`src/rtl/uart_rx.sv`:
```
// uart_rx: oversampling UART receiver (8N1 by default).
//
// The serial input passes through a two-flop synchronizer. An FSM, advanced
// only on baud_tick, then finds the start bit, samples each bit at its middle
// and checks the stop bit.
//
// Ports
//   sys_clk    in   system clock; all logic uses its rising edge
//   reset      in   synchronous, active-low reset
//   baud_tick  in   one-cycle enable pulse at OVERSAMPLE x baud rate
//   rx         in   asynchronous serial line (idles high)
//   rx_data    out  last correctly framed word; holds until the next good frame
//   rx_valid   out  one-cycle pulse: rx_data has just been updated
//   frame_err  out  one-cycle pulse: the stop bit was sampled low
//   busy       out  high in every state except IDLE
//   fsm_state  out  current FSM state encoding (debug visibility)
//
// Output handshake: rx_valid is a single-cycle strobe with no ready/back-pressure.
// rx_data is stable from the edge that raises rx_valid until the next good frame.
// rx_valid and frame_err are mutually exclusive.
module uart_rx #(
  parameter int DATA_BITS  = 8,
  parameter int OVERSAMPLE = 16
) (
  input  logic                 sys_clk,
  input  logic                 reset,
  input  logic                 baud_tick,
  input  logic                 rx,
  output logic [DATA_BITS-1:0] rx_data,
  output logic                 rx_valid,
  output logic                 frame_err,
  output logic                 busy,
  output logic [2:0]           fsm_state
);

  localparam int CW = $clog2(OVERSAMPLE);
  localparam int BW = (DATA_BITS > 1) ? $clog2(DATA_BITS) : 1;
  localparam logic [CW-1:0] MID      = CW'(OVERSAMPLE / 2 - 1);
  localparam logic [CW-1:0] LAST     = CW'(OVERSAMPLE - 1);
  localparam logic [BW-1:0] BIT_LAST = BW'(DATA_BITS - 1);

  typedef enum logic [2:0] {
    IDLE  = 3'd0,
    START = 3'd1,
    DATA  = 3'd2,
    STOP  = 3'd3,
    BREAK = 3'd4
  } state_t;

  state_t               state, state_n;
  logic [CW-1:0]        cnt, cnt_n;
  logic [BW-1:0]        bit_idx, bit_idx_n;
  logic [DATA_BITS-1:0] shreg, shreg_n;
  logic [DATA_BITS-1:0] data_n;
  logic [DATA_BITS:0]   sh_ext;
  logic                 valid_n, err_n;
  logic                 rx_meta, rx_s;
  logic [1:0]           settle;
  logic                 armed, armed_n;

  // Synchronizer. Both flops reset high, so rx_s does not reflect the real
  // line until two edges after reset release. settle[1] marks that point.
  always_ff @(posedge sys_clk) begin
    if (!reset) begin
      rx_meta <= 1'b1;
      rx_s    <= 1'b1;
      settle  <= 2'b00;
    end else begin
      rx_meta <= rx;
      rx_s    <= rx_meta;
      settle  <= {settle[0], 1'b1};
    end
  end

  // Shift new samples in at the MSB, so the first bit received (the LSB)
  // ends up in bit 0 after DATA_BITS shifts.
  assign sh_ext = {rx_s, shreg};

  always_comb begin
    state_n   = state;
    cnt_n     = cnt;
    bit_idx_n = bit_idx;
    shreg_n   = shreg;
    data_n    = rx_data;
    armed_n   = armed;
    valid_n   = 1'b0;
    err_n     = 1'b0;
    if (baud_tick) begin
      // A reset in mid-frame may leave the line low. 'armed' blocks start
      // detection until the settled line has been seen high, so a new frame
      // needs a fresh falling edge.
      armed_n = armed | (settle[1] & rx_s);
      unique case (state)
        IDLE: begin
          if (armed && !rx_s) begin
            state_n   = START;
            cnt_n     = '0;
            bit_idx_n = '0;
          end
        end
        START: begin
          if (cnt == MID) begin
            cnt_n   = '0;
            state_n = rx_s ? IDLE : DATA;  // high at mid-start is a glitch
          end else begin
            cnt_n = cnt + CW'(1);
          end
        end
        DATA: begin
          if (cnt == LAST) begin
            cnt_n   = '0;
            shreg_n = sh_ext[DATA_BITS:1];
            if (bit_idx == BIT_LAST) begin
              bit_idx_n = '0;
              state_n   = STOP;
            end else begin
              bit_idx_n = bit_idx + BW'(1);
            end
          end else begin
            cnt_n = cnt + CW'(1);
          end
        end
        STOP: begin
          if (cnt == LAST) begin
            cnt_n = '0;
            if (rx_s) begin
              data_n  = shreg;
              valid_n = 1'b1;
              state_n = IDLE;
            end else begin
              err_n   = 1'b1;
              state_n = BREAK;
            end
          end else begin
            cnt_n = cnt + CW'(1);
          end
        end
        BREAK: begin
          // Wait out a held-low line so it reports only one frame_err.
          if (rx_s) state_n = IDLE;
        end
        default: state_n = IDLE;
      endcase
    end
  end

  always_ff @(posedge sys_clk) begin
    if (!reset) begin
      state     <= IDLE;
      cnt       <= '0;
      bit_idx   <= '0;
      shreg     <= '0;
      rx_data   <= '0;
      rx_valid  <= 1'b0;
      frame_err <= 1'b0;
      armed     <= 1'b0;
    end else begin
      state     <= state_n;
      cnt       <= cnt_n;
      bit_idx   <= bit_idx_n;
      shreg     <= shreg_n;
      rx_data   <= data_n;
      rx_valid  <= valid_n;
      frame_err <= err_n;
      armed     <= armed_n;
    end
  end

  assign busy      = (state != IDLE);
  assign fsm_state = state;

endmodule

```
`config.mk`:
```
export PLATFORM = sky130hd
export DESIGN_NAME = uart_rx
export DESIGN_NICKNAME = d
export VERILOG_FILES = /design/src/rtl/uart_rx.sv
export SDC_FILE = /design/constraint.sdc
export NUM_CORES = 1
export LEC_CHECK = 0
export ABC_AREA = 0
export CORE_ASPECT_RATIO = 0.6
export CORE_MARGIN = 2
export CORE_UTILIZATION = 40
export DETAILED_ROUTE_END_ITERATION = 10
export GPL_ROUTABILITY_DRIVEN = 0
export PLACE_DENSITY = 0.72
export REMOVE_ABC_BUFFERS = 1
export SLEW_MARGIN = 10
export SYNTH_ARGS = -nofsm -noshare
export SYNTH_HDL_FRONTEND = slang
export SYNTH_SLANG_ARGS = --single-unit
```
`constraint.sdc`:
```
create_clock -name sys_clk -period 1.95 [get_ports sys_clk]
set_clock_uncertainty 0.2 [all_clocks]
set_input_delay 0.195 -clock sys_clk [delete_from_list [all_inputs] [get_ports sys_clk]]
set_output_delay 0.195 -clock sys_clk [all_outputs]
set_load 0.02 [all_outputs]
```
==> reports/results.ini <==
[synthesis]
syn_area_um2 = 1380
ys_top_cells_by_area = dfxtp_1 (48%), mux2i_1 (14%), nor2_1 (6.5%)
synth.top_cell.area_share_pct = 47.87
synth-seq-area-share_pct = 47.87
async_flop_share_pct = 0
synth-edff-count = 0
yosys.cell_types.count = 37
synth_common_cells = dfxtp_1 (33), nor2_1 (24), mux2i_1 (19), nand2b_1 (7)
ys_ff_latch = 33
synth_top_cell_by_area = dfxtp_1
synth_most_common_cell = dfxtp_1
synth_area_per_cell_um2 = 9.858
netlist_instances = 140
ys_warn_count = 0
ys.flop_type = dfxtp_1

[job]
maxCapViolCount = 0

[clocking]
clock_sinks = 33
path_clk_slew_ps = 70
clk_path_buf_depth = 2
hold_buffers = 0
numCtsBuffers = 5
cts_tree = built
htreeDepth = 2
ctsRootBufferMaster = clkbuf_8
worstSkewPairLatency_ps = 290

[cells_and_area]
drive_gt1_share_pct = 18.97
layout.nets = 180
fin_cells = 219
diodes = 0
utilization_pct = 55.68
area_growth_pct = 32.46

[placement]
dpl.cell_count = 207
hpwl_um = 2192
port_buffers = 17

[detailed_routing]
routed_wl_um = 3179
viasPerCell = 5.274
vias = 1155
drc_errors = 0
ant_nets = 0
drt_iter0_markers = 89
wl_per_cell_um = 14.52
drtPass1Iterations = 4

[critical_path]
reg2reg_slack_ps = 90
critPathKind = reg2out
reg2reg_from = fsm_state[0]
path_buf_inv = 1
cp.depth = 1
slowest_delay_ps = 670
crit_path_cell_trace = clkdlybuf4s50_1
critPathMaxFanout = 9
crit_family = buffers and inverters
crit_start = fsm_state[0]
endpoint_kind = output port
worstReg2RegEnd = shreg[2]
crit_required_ps = 1550
worst_path_max_delay_cell = clkdlybuf4s50_1
r2r_cells = 5
endpoint = fsm_state[0]
critPathArrivalTime_ps = 1470
worstSetupStartpointType = flop

[sta]
finalSetupViolations = 0
period_minus_slack_ps = 1866
fmax_mhz = 535.9
slew_viol_final = 0
worst_pin_slew_ps = 399.1
period_share_pct = 95.69
slew_headroom_pct = 73.02
tns_ps = 0
hold_viol = 0
rsz0062_at_grt = yes

[min_path]
hp-class = reg2reg

[floorplan]
fp.dieArea_um2 = 3952
fp.dieW_um = 79.83
die_y_um = 49.50
placementRows = 16
start_util_pct = 42.04
core_area_um2 = 3283
io-pin-count = 18

[grt]
antenna_found_initial = 0
grt_pass1_vias = 1115
grt_max_degree = 26
grt_usage_pct = 17.53
grt_overflow = 0
grt_pass1_wl_um = 5168

[pwr]
p_leak_nw = 0.6530
powerDensity_nw_per_um2 = 760.2
p_total_w = 0.001390
vdd_drop_max_v = 0.0003308

[run_status]
outcome = finished clean

[flip-flops by register name, indices dropped and copies added, names as in the netlist]
name and count:
bit_idx 3, rx_data 8, shreg 8, cnt 4, fsm_state 3, rx_s 1
armed 1, rx_valid 1, settle 2, rx_meta 1, frame_err 1
[repair_timing]
item,in CTS,in global routing
pin swaps,0,2
endpoints found under the setup margin,1,21
resized for setup,1,3
setup buffers,0,4
[cell type report]
type / count / area (um2)
Clock buffer: 7 / 86.33
Inverter: 1 / 3.754
Clock inverter: 1 / 30.03
Fill cell: 302 / 1455
Sequential cell: 33 / 663.1
Multi-Input combinational cell: 101 / 685.7
Tap cell: 45 / 56.30
Timing Repair Buffer: 31 / 302.8
[worst min-delay path by stage]
stage                     startpoint   endpoint  slack, ps  depth (start not counted)
final                        rx_meta       rx_s        210                          1
after global routing         rx_meta       rx_s        220                          1
after CTS                    rx_meta       rx_s        210                          1
after detailed placement     rx_meta       rx_s        190                          1
after global placement       rx_meta       rx_s        190                          1
after floorplan                reset  settle[0]         20                          0
[cells by family after synthesis]
kind of cell / synth area share (%)
and+or+nand+nor: 23.94
DFF: 47.87
muxes: 13.78
AOI/OAI and AO/OA: 8.613
buffers and inverters: 2.447
adders and majority gates: 2.720
xor gates and xnor gates: 0.6347
[cells in the final DEF (no fill, tap or decap), drive strengths merged, types with 2 or more instances in the layout]
master and instances:
buf 14, nand4 5, nand3 3, nor2 26, nand2b 7, or3b 2, nor3 3, o22ai 2
clkdlybuf4s50 16, nor2b 2, mux2i 19, ha 3, nand2 5, a21oi 5, dfxtp 33, clkbuf 7
or3 2
[per-stage QoR]
stage / hold WS (ps) / instance area (um2) / setup slack [ps]
3_5_place_dp: 194.9 / 1664 / -54.82
2_1_floorplan: 22.72 / 1350 / -38.38
4_1_cts: 210.1 / 1779 / 4.551
6_report: 210.1 / 1828 / 84.00
5_1_grt: 222.2 / 1828 / -1.158
3_3_place_gp: 191.7 / 1664 / -13.29
[power breakdown]
part	internal, W	total, W	switching [W]	leakage, nW
logic	0.0000167	0.0000393	0.0000225	0.327
clock network	0.000416	0.000669	0.000253	0.0585
registers	0.000679	0.000681	0.00000216	0.268
total	0.00111	0.00139	0.000277	0.653
[metal layers]
metal	global-route usage [%]	wire length (um)	part of all wire, %
met3	4.945	141	4.4
met4	11.30	75	2.4
met5	0	0	0
met2	27.17	1508	47
met1	21.47	1453	46
(Power assumes the default switching activity.)
